--- config.mk ---
export PLATFORM = sky130hd
export DESIGN_NAME = fetch_stage
export DESIGN_NICKNAME = d
export VERILOG_FILES = /design/src/rtl/riscv_pkg.sv /design/src/rtl/fetch_watchdog.sv /design/src/rtl/fetch_stage.sv
export SDC_FILE = /design/constraint.sdc
export NUM_CORES = 1
export LEC_CHECK = 0
export CAP_MARGIN = 20
export CORE_AREA = 5 5 118 120
export CTS_BUF_LIST = sky130_fd_sc_hd__clkbuf_4
export CTS_CLUSTER_SIZE = 40
export DETAILED_ROUTE_END_ITERATION = 8
export DIE_AREA = 0 0 123 125
export PLACE_DENSITY = 0.77
export SYNTH_ARGS = -nofsm -noshare
export SYNTH_HDL_FRONTEND = slang
export SYNTH_HIERARCHICAL = 1
export SYNTH_SLANG_ARGS = --single-unit
--- constraint.sdc ---
create_clock -name clk -period 4 [get_ports clk]
set_input_delay 1.2 -clock clk [delete_from_list [all_inputs] [get_ports clk]]
set_output_delay 1.2 -clock clk [all_outputs]
set_load 0.02 [all_outputs]
--- src/rtl/riscv_pkg.sv ---
// Shared definitions for the kick-up token ring pipeline.
// Fetch state encoding, EBREAK opcode and fault codes.
package riscv_pkg;

  typedef enum logic [2:0] {
    S_BOOT  = 3'd0,
    S_REQ   = 3'd1,
    S_ISSUE = 3'd2,
    S_WAIT  = 3'd3,
    S_HALT  = 3'd4
  } fetch_state_t;

  localparam logic [31:0] INSTR_EBREAK = 32'h0010_0073;

  localparam logic [1:0] FAULT_NONE     = 2'b00;
  localparam logic [1:0] FAULT_MISALIGN = 2'b01;
  localparam logic [1:0] FAULT_TIMEOUT  = 2'b10;
  localparam logic [1:0] FAULT_EBREAK   = 2'b11;

endpackage

--- src/rtl/fetch_watchdog.sv ---
// Imem wait-cycle counter for the fetch stage.
// o_expire flags the cycle whose increment would reach TIMEOUT.
module fetch_watchdog #(
  parameter int TIMEOUT = 16
) (
  input  logic clk,
  input  logic reset,
  input  logic i_clr,
  input  logic i_en,
  output logic o_expire
);

  localparam int W = $clog2(TIMEOUT + 1);

  logic [W-1:0] r_cnt;

  always_ff @(posedge clk or posedge reset) begin
    if (reset) begin
      r_cnt <= '0;
    end else if (i_clr) begin
      r_cnt <= '0;
    end else if (i_en) begin
      r_cnt <= r_cnt + W'(1);
    end
  end

  assign o_expire = i_en && (r_cnt == W'(TIMEOUT - 1));

endmodule

--- src/rtl/fetch_stage.sv ---
// Instruction fetch end of the kick-up token ring:
// next-PC select, imem req/ready handshake, IF_kick_up issue.
module fetch_stage
  import riscv_pkg::*;
#(
  parameter logic [31:0] RESET_PC     = 32'h0000_0000,
  parameter int          IMEM_TIMEOUT = 16
) (
  input  logic        clk,
  input  logic        reset,
  input  logic        WB_kick_up,
  input  logic        Branch_taken,
  input  logic [31:0] Branch_target,
  input  logic        imem_ready,
  input  logic [31:0] imem_rdata,
  output logic        imem_req,
  output logic [31:0] imem_addr,
  output logic        IF_kick_up,
  output logic [31:0] IF_pc,
  output logic [31:0] IF_instruction,
  output logic        IF_halted,
  output logic [1:0]  IF_fault
);

  fetch_state_t r_state, w_next;

  logic [31:0] r_pc, w_pc_next, w_npc;
  logic [31:0] r_if_pc, r_instr;
  logic [1:0]  r_fault, w_fault_next;
  logic        w_latch, w_expire;
  logic        w_wd_clr, w_wd_en;

  assign w_wd_clr = (r_state != S_REQ);
  assign w_wd_en  = (r_state == S_REQ) && !imem_ready;

  fetch_watchdog #(
    .TIMEOUT (IMEM_TIMEOUT)
  ) u_watchdog (
    .clk      (clk),
    .reset    (reset),
    .i_clr    (w_wd_clr),
    .i_en     (w_wd_en),
    .o_expire (w_expire)
  );

  always_comb begin
    w_next       = r_state;
    w_pc_next    = r_pc;
    w_fault_next = r_fault;
    w_latch      = 1'b0;
    w_npc        = Branch_taken ? Branch_target : r_pc + 32'd4;
    case (r_state)
      S_BOOT:  w_next = S_REQ;
      S_REQ: begin
        if (imem_ready) begin
          w_latch = 1'b1;
          w_next  = S_ISSUE;
        end else if (w_expire) begin
          w_next       = S_HALT;
          w_fault_next = FAULT_TIMEOUT;
        end
      end
      S_ISSUE: w_next = S_WAIT;
      S_WAIT: begin
        if (WB_kick_up) begin
          if (r_instr == INSTR_EBREAK) begin
            w_next       = S_HALT;
            w_fault_next = FAULT_EBREAK;
          end else if (w_npc[1:0] != 2'b00) begin
            w_next       = S_HALT;
            w_fault_next = FAULT_MISALIGN;
          end else begin
            w_pc_next = w_npc;
            w_next    = S_REQ;
          end
        end
      end
      S_HALT:  w_next = S_HALT;
      default: w_next = S_HALT;
    endcase
  end

  always_ff @(posedge clk or posedge reset) begin
    if (reset) begin
      r_state <= S_BOOT;
      r_pc    <= RESET_PC;
      r_if_pc <= '0;
      r_instr <= '0;
      r_fault <= FAULT_NONE;
    end else begin
      r_state <= w_next;
      r_pc    <= w_pc_next;
      r_fault <= w_fault_next;
      if (w_latch) begin
        r_if_pc <= r_pc;
        r_instr <= imem_rdata;
      end
    end
  end

  // Handshake outputs decode straight from state so reset drops them at once
  assign imem_req       = (r_state == S_REQ);
  assign imem_addr      = imem_req ? r_pc : 32'h0;
  assign IF_kick_up     = (r_state == S_ISSUE);
  assign IF_halted      = (r_state == S_HALT);
  assign IF_pc          = r_if_pc;
  assign IF_instruction = r_instr;
  assign IF_fault       = r_fault;

endmodule

==> run metrics <==
status complete, no violations; Starting DRT DRC Count 398; sequential element share of the synthesized area 49.8%; DRC 0; initial antenna violation count 1; Vias/cell 5.45; synthesized area 5320 um2; CTS Hold Buffers Added 0; Post-DRT Antenna Nets 0; width of the die 123 um; crit path from r_state[2]; CTS tree yes; Finished Core Util 56.6%; Yosys top cell by area dfrtp_1; core area 12900 um2; Root Driver clkbuf_4; vias 4570; setup_tns 0 ns; Synth warnings 6; top cell type's share of synthesized area 49.8%; Final Net Count 729; die height 125 um; largest net degree at the start of global routing 60; maximum vdd drop 0.324 mV; buffers added on ports 169; Hold Fails Final Rpt 0; hold_ws 0.512 ns; Post-Synthesis Cells 500; H-Tree Depth 3; num rows 42; CP Max Fanout 16; critical path capture point type primary output; RR Startpoint r_state[2]; final setup violation count 0; max cap viols 0; Post-DP HPWL 11300 um; io pins 170; DP Area 7170 um2; Max Clock Freq 0.271 GHz; Worst Tran Pin Value 0.805 ns; LEAKAGE 3.02 nW; Async S/R FF share, synth 100%; CP required 2.80 ns; worst-case clock buffer depth 2; final instance area 7290 um2; die area 15400 um2; total grt overflow 0; Initial Util 41.3%; top-count cell post-synth dfrtp_1; Main synth FF type dfrtp_1; RSZ-0062 raised after global routing false; total placed cells including tap cells 820; syn nets 572; Hold Crit Start IF_pc[31]; synth top area cells dfrtp_1 50%, mux2_2 9.9%, mux2_1 3.8%; routed len/inst 18.1 um; kind of critical path register to primary output; EDFF count, synth 0; final worst path period share 92.4%; Total Power 4.08 mW; hold crit path type register to register; final wirelength 15200 um; layout cell share with drive strength beyond 1 12.4%; CP Launch Type register; setup ws final 0.305 ns; clk_skew 0.0157 ns; fin crit period 3.70 ns; GRT Util Overall 20.1%; GPL Wtd Cong 0.828; number of clock buffers inserted by TritonCTS 9; vias in the first global route 4600; Layout area overhead 37.0%; syn avg cell area 10.6 um2; total iterations of the first detailed-routing run 5; Slew HR 46.4%; clock sinks 106; Seq cells post-synth 106; fin cells 839; Post-Place Setup Slack 0.477 ns; synth unique cells 63; CP arrival 2.50 ns; first-pass GRT wire length 24400 um; Clk Latency, worst-skew pair 0.47 ns; power per cell area 560 nW/um2; Commonest cells post-synth 106 x dfrtp_1, 47 x mux2_2, 41 x nor2_1; max-slew violation count 0; Worst-path clk slew 0.15 ns
## critical path: stages, from the launching register on
cell and delay, ns:
dfrtp_1 0.45, nand2b_1 0.21, nor2_4 0.27, clkinvlp_4 0.13, buf_4 0.20, nor2_1 0.10
clkdlybuf4s50_1 0.67
## flip-flops by register name (all words and copies together), names as in the netlist
register          count
IF_pc                32
r_state               3
IF_fault              2
u_watchdog/r_cnt      5
IF_instruction       32
r_pc                 32
## layout make-up
cell class / count / area, um2
Clock inverter: 6 / 23.8
Fill cell: 1121 / 5580
Tap cell: 176 / 220
Clock buffer: 10 / 75.1
Multi-Input combinational cell: 343 / 2470
Antenna cell: 1 / 2.50
Inverter: 17 / 70.1
Sequential cell: 106 / 2650
Timing Repair Buffer: 180 / 1780
## timing repair
item	4_1_cts	5_1_grt
resized for setup	0	2
endpoints found under the setup margin	0	10
setup buffers	0	2
## path summary, 6_finish.rpt
kind	to	slack [ns]	cells after the start
worst max-delay path	imem_addr[18]	0.30	6
worst min-delay path	IF_pc[31]	0.51	1
max in group asynchronous	IF_instruction[13]	2.00	3
worst max register to register	IF_pc[24]	1.29	6
worst min register to register	IF_pc[31]	0.51	1
min in group asynchronous	u_watchdog/r_cnt[0]	1.01	2
## logic make-up after synthesis
group / synth area share, %
DFF: 49.8
adders and majority gates: 0.705
AOI/OAI and AO/OA: 11.8
and+or+nand+nor: 18.5
muxes: 14.8
xor gates and xnor gates: 0.165
buffers and inverters: 4.21
## metal layers
metal  routed length, um  GRT usage [%]
met5                   0              0
met4                 451           9.38
met3                 825           3.07
met2                7730           33.7
met1                6160           25.2
## cells in the final DEF, fill, tap and decap left out, types with 6 or more instances in the layout
| cell | count |
|---|---|
| clkdlybuf4s50_1 | 168 |
| dfrtp_1 | 106 |
| mux2_2 | 47 |
| nor2_1 | 40 |
| and2_1 | 26 |
| nand2_1 | 23 |
| a21oi_1 | 22 |
| mux2_1 | 18 |
| o21ai_1 | 17 |
| inv_1 | 15 |
| nor3_1 | 15 |
| nor4_1 | 11 |
| nand4_1 | 11 |
| o21ai_0 | 10 |
| clkbuf_4 | 10 |
| buf_4 | 10 |
| and3_1 | 9 |
| nand3_1 | 9 |
| a22oi_1 | 7 |
| or4_1 | 6 |
## report_power, final
group | switching, mW | total (mW) | internal [mW]
logic | 0.912 | 1.88 | 0.972
clock network | 0.341 | 0.465 | 0.125
registers | 0.316 | 1.73 | 1.42
Power figures use the tool's default switching activity.
